$ cat config.mk
export PLATFORM = sky130hd
export DESIGN_NAME = fetch_queue
export DESIGN_NICKNAME = d
export VERILOG_FILES = /design/src/rtl/fetch_queue.sv
export SDC_FILE = /design/constraint.sdc
export NUM_CORES = 1
export LEC_CHECK = 0
export ABC_AREA = 0
export CELL_PAD_IN_SITES_DETAIL_PLACEMENT = 1
export CELL_PAD_IN_SITES_GLOBAL_PLACEMENT = 1
export CORE_MARGIN = 2
export CORE_UTILIZATION = 35
export DETAILED_ROUTE_END_ITERATION = 16
export PLACE_DENSITY_LB_ADDON = 0.1
export REMOVE_ABC_BUFFERS = 1
export SLEW_MARGIN = 20
export SYNTH_ARGS = -nofsm -noshare
export SYNTH_HDL_FRONTEND = slang
export SYNTH_SLANG_ARGS = --single-unit
$ cat constraint.sdc
create_clock -name clk -period 10.9 [get_ports clk]
set_input_delay 1.09 -clock clk [delete_from_list [all_inputs] [get_ports clk]]
set_output_delay 1.09 -clock clk [all_outputs]
set_load 0.005 [all_outputs]
$ cat src/rtl/fetch_queue.sv
// Instruction-fetch front end: PC generator, credit-limited IM request channel and prefetch FIFO.
// Define FETCH_PERF_EN to add the perf_fetched / perf_dropped counters.
module fetch_queue #(
    parameter int unsigned DEPTH     = 4,
    parameter int unsigned MAX_OUTST = 2,
    parameter logic [31:0] RESET_PC  = 32'h0
) (
    input  logic        clk,
    input  logic        rst,
    input  logic        redirect,
    input  logic [31:0] redirect_pc,
    output logic        im_req_valid,
    input  logic        im_req_ready,
    output logic [31:0] im_addr,
    input  logic        im_rsp_valid,
    input  logic [31:0] im_rsp_data,
    output logic        out_valid,
    input  logic        out_ready,
    output logic [31:0] out_instr,
    output logic [31:0] out_pc,
`ifdef FETCH_PERF_EN
    output logic [31:0] perf_fetched,
    output logic [31:0] perf_dropped,
`endif
    output logic [31:0] out_pc_add4
);

    localparam int PW = $clog2(DEPTH);
    localparam int CW = $clog2(DEPTH + 1);
    localparam int OW = $clog2(MAX_OUTST + 1) + 1;

    logic [31:0]   pc;
    logic [31:0]   rsp_pc;
    logic [31:0]   instr_mem [DEPTH];
    logic [31:0]   pc_mem    [DEPTH];
    logic [PW-1:0] wr_ptr;
    logic [PW-1:0] rd_ptr;
    logic [CW-1:0] count;
    logic [OW-1:0] live;
    logic [OW-1:0] drop;
    logic [OW-1:0] inflight;
    logic          has_entry;
    logic          issue_ok;
    logic          req_fire;
    logic          rsp_keep;
    logic          rsp_drop;
    logic          rsp_any;
    logic          pop;

    // Credit check ignores a same-cycle pop so the FIFO can never be overrun.
    assign inflight  = live + drop;
    assign has_entry = (count != '0);
    assign issue_ok  = (int'(inflight) < int'(MAX_OUTST)) &&
                       (int'(count) + int'(live) < int'(DEPTH));

    assign im_req_valid = rst && !redirect && issue_ok;
    assign im_addr      = pc;
    assign req_fire     = im_req_valid && im_req_ready;

    assign rsp_drop = im_rsp_valid && (drop != '0);
    assign rsp_keep = im_rsp_valid && (drop == '0) && (live != '0);
    assign rsp_any  = im_rsp_valid && (inflight != '0);

    assign out_valid   = has_entry && !redirect;
    assign pop         = out_valid && out_ready;
    assign out_instr   = has_entry ? instr_mem[rd_ptr] : '0;
    assign out_pc      = has_entry ? pc_mem[rd_ptr] : '0;
    assign out_pc_add4 = has_entry ? pc_mem[rd_ptr] + 32'd4 : '0;

    // Redirect outranks everything: responses still in flight become drops.
    always_ff @(posedge clk) begin
        if (!rst) begin
            pc     <= RESET_PC;
            rsp_pc <= RESET_PC;
            wr_ptr <= '0;
            rd_ptr <= '0;
            count  <= '0;
            live   <= '0;
            drop   <= '0;
        end else if (redirect) begin
            pc     <= redirect_pc & ~32'h3;
            rsp_pc <= redirect_pc & ~32'h3;
            wr_ptr <= '0;
            rd_ptr <= '0;
            count  <= '0;
            live   <= '0;
            drop   <= inflight - OW'(rsp_any);
        end else begin
            if (req_fire) pc <= pc + 32'd4;
            if (rsp_keep) rsp_pc <= rsp_pc + 32'd4;
            wr_ptr <= wr_ptr + PW'(rsp_keep);
            rd_ptr <= rd_ptr + PW'(pop);
            count  <= count + CW'(rsp_keep) - CW'(pop);
            live   <= live + OW'(req_fire) - OW'(rsp_keep);
            drop   <= drop - OW'(rsp_drop);
        end
    end

    always_ff @(posedge clk) begin
        if (rst && !redirect && rsp_keep) begin
            instr_mem[wr_ptr] <= im_rsp_data;
            pc_mem[wr_ptr]    <= rsp_pc;
        end
    end

    always_ff @(posedge clk) begin
        if (rst && !redirect && rsp_keep) begin
            assert (count != CW'(DEPTH));
        end
    end

`ifdef FETCH_PERF_EN
    always_ff @(posedge clk) begin
        if (!rst) begin
            perf_fetched <= '0;
            perf_dropped <= '0;
        end else begin
            if (pop) perf_fetched <= perf_fetched + 32'd1;
            if (redirect ? rsp_any : rsp_drop) perf_dropped <= perf_dropped + 32'd1;
        end
    end
`endif

endmodule
==> key figures <==
GRT
  • Global-route wire length before repair: 56000 µm
  • Antenna violations before repair: 0
  • Largest net degree at the start of global routing: 64
  • GRT Resource Usage Total: 17.3%
  • Grt total ovfl: 0
  • Vias in the first global route: 9425

CTS
  • CTS H-tree depth: 2
  • Clock tree sinks: 321
  • Post-cts sizing count: 0
  • CTS Buffer Depth: 3
  • Clk pin slew, worst setup/hold paths: 0.06 ns
  • Setup Buffers After CTS: 0
  • Root buffer cell: clkbuf_16
  • Hold buffer count at cts: 0
  • Inserted Clock Buffers: 37
  • Worst-Skew Late Latency: 0.51 ns
  • CTS tree: built

Critical path
  • Crit. Startpoint: rd_ptr[0]
  • Max Fanout on Critical Path: 43
  • CP delay by family, top: simple AND/OR/NAND/NOR gates
  • Crit Path Category: flip-flop to primary output
  • Arrival @ worst endpoint: 4.78 ns
  • Worst setup SP type: flip-flop
  • Worst reg2reg path depth: 13
  • CP Data Required Time: 9.81 ns
  • WP buf/inv: 2
  • Reg2reg start: live[1]
  • Slowest-stage cell, CP: buf_4
  • Crit-path cells: buf_4 > mux4_2 > nand4_1 > or4_4 > or4_1 > nand2_1 > clkdlybuf4s50_1
  • Crit path largest cell delay: 0.79 ns
  • Instance count on the critical path: 7
  • Crit end category: primary output

Timing
  • Layout Skew: 0.0198 ns
  • Max-slew violations: 0
  • F_max: 170 MHz
  • Final hold vios: 0
  • Slew @ Worst Pin: 1.01 ns
  • Setup TNS: 0 ns
  • Min cycle time layout: 5.87 ns
  • Final setup fails: 0
  • RSZ-0062 raised after global routing: no
  • Max-slew headroom: 32.5%
  • Final Cycle Share: 53.8%

Drt
  • Drc violations: 0
  • Antenna viol nets, final: 0
  • Detailed-router iteration count before antenna repair: 7
  • Routed wire per std cell: 20.8 µm
  • Routed WL: 36000 µm
  • Routed via count: 8999
  • DR vias/cell: 5.19
  • Drt initial violations: 441

Floorplanning
  • Die Y: 205 µm
  • Initial core utilization: 35.5%
  • Die area: 41900 µm²
  • Std cell rows: 73
  • I/O Pins: 200
  • Core Area: 39700 µm²
  • Die Span X: 205 µm

Min path
  • Startpoint of the worst hold path: im_addr[29]
  • Hold depth: 2
  • Hold Crit Class: flip-flop to flip-flop

Logic synthesis
  • Top cells by area, synth: edfxtp_1 (53%), dfxtp_1 (10%), mux4_2 (9.9%)
  • Post-synth EDFFs: 248
  • Flops & latches, synth: 321
  • Prevailing post-synth register cell: edfxtp_1
  • Async set-reset flop share out of synthesis: 0%
  • Synth top area share: 52.8%
  • Leading area contributor after synthesis: edfxtp_1
  • Synthesized area per cell: 14.2 µm²
  • Unique cell type count in the Yosys netlist: 46
  • Ys Warns: 0
  • Post-Syn Area: 14100 µm²
  • Post-synthesis sequential area ratio: 63.2%
  • Synth Instances: 996

Power and ir drop
  • Leakage power: 5.64 nW
  • Peak VDD IR: 0.0888 mV
  • Pwr/cell area: 152 nW/µm²

Cells and area
  • Area grow syn2layout: 25.3%
  • Fraction of layout instances using a drive strength above 1: 12.3%
  • Final net count: 1272
  • Diodes inserted: 0
  • Non-Filler Instances: 1733
  • Finished Cell Area: 17700 µm²

Placed design
  • RePlAce Congestion: 0.795
  • DP Area: 16500 µm²
  • Port Buffers: 191
  • DP HPWL: 23100 µm
  • Dpl cells: 1669

Outcome
  • Run status: finished, final reports clean

Run
  • Max-cap viol count: 0
cell usage after synthesis, drive strengths merged, types with 2 or more instances:
cell and instances:
nand3 33, mux2i 3, or3 15, nor2 44
nor4 13, nor4b 2, buf 25, nor3b 3
nand2 35, edfxtp 248, or4 12, a31oi 11
inv 22, and4 16, ha 16, clkbuf 36
and2 68, fa 3, xnor2 32, o21ai 40
mux2 9, o31ai 6, and3 23, dfxtp 73
a211oi 9, nand4 30, a21oi 49, xor2 26
mux4 62, nor3 20, o31a 2
worst min-delay path, stage by stage, from the launching register on:
cell and delay, ns:
dfxtp_1 0.34, o31ai_1 0.08, a31oi_1 0.08
state kept, by name (all words and copies together), names as in the netlist:
register and flops:
drop 3, im_addr 30, pc_mem 120, rd_ptr 2, instr_mem 128, count 3
rsp_pc 30, live 3, wr_ptr 2
kinds of logic (layout without fill, tap and decap cells):
logic type	count (synthesis)	count (layout)	share of synthesized area [%]
compound gates	123	123	4.90
xor+xnor	59	59	3.77
fa+ha+maj	19	19	1.85
buf+inv	83	290	2.72
flops	321	321	63.2
mux	74	74	10.8
other cells	1	6	0.0266
simple gates	316	316	12.7
report_power, final:
| part | switching, mW | internal, mW |
|---|---|---|
| Clock | 0.486 | 0.695 |
| Combinational | 0.0642 | 0.0684 |
| Sequential | 0.0321 | 1.34 |
cell usage in the layout, fill, tap and decap left out, types with 3 or more instances in the layout:
master	instances
a211oi_1	9
a21oi_1	49
a31oi_1	11
and2_1	68
and3_1	22
and4_1	16
buf_4	13
bufinv_16	3
clkbuf_1	5
clkbuf_16	37
clkdlybuf4s50_1	191
clkinv_1	7
clkinv_2	3
clkinvlp_4	7
conb_1	6
dfxtp_1	71
edfxtp_1	248
fa_1	3
ha_1	16
inv_1	21
mux2_2	9
mux2i_1	3
mux4_2	62
nand2_1	35
nand3_1	33
nand4_1	30
nor2_1	42
nor3_1	19
nor3b_1	3
nor4_1	12
o21ai_0	40
o31ai_1	6
or3_1	14
or4_1	10
xnor2_1	32
xor2_1	26
metal layers:
layer | GRT usage, % | part of all wire (%) | up-vias | wire length [µm]
li1 | - | - | 4193 | -
met3 | 2.80 | 4.9 | 40 | 1750
met5 | 0 | 0 | - | 0
met2 | 27.8 | 46 | 212 | 16700
met4 | 3.96 | 1.6 | 0 | 560
met1 | 24.5 | 47 | 4554 | 16900
path summary, 6_finish.rpt:
path                     endpoint  slack [ns]
setup reg to reg          live[2]        6.90
hold / removal        im_addr[29]        0.55
hold reg to reg       im_addr[29]        0.55
setup / recovery  out_pc_add4[16]        5.03
stage by stage:
stage	util [%]	total power [mW]	hold WS (ns)	worst slack [ns]
after floorplan	-	1.44	0.475	1.68
after global placement	41.6	1.52	0.521	5.39
after detailed placement	41.6	1.53	0.535	5.38
after CTS	44.5	2.72	0.549	4.84
after global routing	44.5	2.78	0.559	4.66
final	44.5	2.68	0.547	5.03
layout make-up:
type,instances,area (µm²)
clock inverters,22,201
repair buffers,204,2010
multi-input cells,597,4860
fillers,4037,22100
inverters,22,82.6
flip-flops and latches,321,8920
well taps,525,657
clock buffers,42,945
Note: power is estimated with default switching activity, not from simulation.
==> variant (config.mk and constraints unchanged) <==
The parameter `MAX_OUTST` goes from 2 to 8.
--- a/src/rtl/fetch_queue.sv
+++ b/src/rtl/fetch_queue.sv
@@ -2,7 +2,7 @@
 // Define FETCH_PERF_EN to add the perf_fetched / perf_dropped counters.
 module fetch_queue #(
     parameter int unsigned DEPTH     = 4,
-    parameter int unsigned MAX_OUTST = 2,
+    parameter int unsigned MAX_OUTST = 8,
     parameter logic [31:0] RESET_PC  = 32'h0
 ) (
     input  logic        clk,
Check against the original RTL: not equivalent (Yosys sat finds a counterexample within 4 cycles, from zero or initial values and one cycle with rst low).
==> variant against the unedited design <==
Area after synthesis grew 4.0%; routed wire length grew 6.2%; clock power barely moved; largest cell class unchanged; setup slack gained 0.39 ns; total power is 2.9% higher; fmax increased by 7.2%; sequential cell count up 4; global-route usage increased by 0.45 points; design area grew 3.2%.
==> variant: results (changes against the unedited design) <==
Synth
  • Synth unique cells: 70 (+52%)
  • Mean post-synth cell area: 13.8 um2 (-2.8%)
  • Post-synth top area share: 0.508 (-0.0202)
  • Commonest cells post-synth: edfxtp_1 (248), dfxtp_1 (77), nor2_1 (74), mux4_2 (62), nor2b_1 (62)
  • Register area share after synthesis: 0.613 (-0.0187)
  • Area contributors post-synth: edfxtp_1 (51%), dfxtp_1 (11%), mux4_2 (9.5%), nor2b_1 (2.6%), xnor2_1 (2.6%)

Setup path
  • Worst r2r dst: live[4]$_SDFF_PP0_
  • Arr. time, crit path: 4.39 ns (-0.39 ns)
  • Cells on worst reg2reg path: 14 (+1)
  • Crit-path max FO: 46 (+7.0%)
  • Top delay family on crit path: buffers and inverters
  • CP max stage delay: 0.82 ns (+0.03 ns)
  • Worst R2R Start: drop[0]$_SDFF_PN0_
  • Critical Path Sink: out_pc_add4[29]

Drt
  • TritonRoute pass-1 iters: 5 (-2)
  • Via/cell ratio: 5.23 (+0.74%)
  • Met2 WL post-DR: 18.2 mm (+8.5%)
  • DRT Wirelength: 38.2 mm (+6.2%)
  • Met3 WL: 1.66 mm (-5.1%)
  • M1 WL: 17.7 mm (+4.6%)
  • DR WL/cell: 21.0 um (+1.4%)
  • Starting DRT DRC Count: 524 (+19%)

Place
  • DP Worst Slack: 5.80 ns (+0.421 ns)
  • GPL Wtd Cong: 0.778 (-2.2%)
  • Placed cell count: 1749 (+4.8%)
  • Hpwl dp: 24.6 mm (+6.6%)
  • Placed Instance Area: 0.0171 mm2 (+3.4%)

Pwr
  • Max IR drop VDD: 84.5 uV (-4.9%)
  • Int Power: 2.15 mW (+2.2%)
  • Logic power comb: 0.188 mW (+41%)
  • Clock power frac: 0.429 (-0.011)

Layout
  • Share of post-route cells with drive strength above 1: 0.118 (-0.00404)
  • FILL cells: 4241 (+5.1%)
  • Fin nets: 1353 (+6.4%)

Min path
  • Hold path start: rd_ptr[1]$_SDFF_PP0_

Global routing
  • Global-route wire length before repair: 59.6 mm (+6.5%)
  • Total track usage: 0.177 (+0.00451)
  • GR Layer Usage met1: 0.244 (-0.00146)
  • Vias in the first global route: 9937 (+5.4%)
  • Largest net degree at the start of global routing: 72 (+13%)
  • Met2 Usage GRT: 0.295 (+0.0168)
  • Met3 usage: 0.0277 (-0.000346)

Outcome
  • Outcome: completed

Timing
  • Hold Slack: 0.496 ns (-0.0516 ns)
  • Min cycle time layout: 5.48 ns (-0.394 ns)
  • Clock Skew: 0.00897 ns (-0.0108 ns)
  • Slew margin rel.: 0.326 (+0.00125)
-- variant: changes by cell type in the layout (fill, tap and decap cells not counted), sizes merged, moves of 8 or more --
cell / change
nor2b: +61
and2: -49
nor2: +31
a21oi: -25
nand2: +22
xnor2: +12
a31oi: +9
ha: +8
-- variant: area by class of cell --
| type | count | area share |
|---|---|---|
| clock buffers | 49 | 0.0556 |
| clock inverters | 17 | 0.00762 |
| flip-flops and latches | 325 | 0.493 |
| multi-input cells | 661 | 0.292 |
| inverters | 28 | 0.00576 |
| well taps | 532 | 0.0365 |
| repair buffers | 203 | 0.110 |
-- variant: cell families (layout without fill, tap and decap cells) --
logic type / after synthesis / count (layout) / synth area share
buffers and inverters: 84 / 297 / 0.0265
and+or+nand+nor: 364 / 364 / 0.138
muxes: 67 / 67 / 0.0990
other: 1 / 6 / 0.000256
DFF: 325 / 325 / 0.613
AOI/OAI and AO/OA: 132 / 132 / 0.0579
adders and majority gates: 27 / 27 / 0.0246
xor gates and xnor gates: 65 / 65 / 0.0406
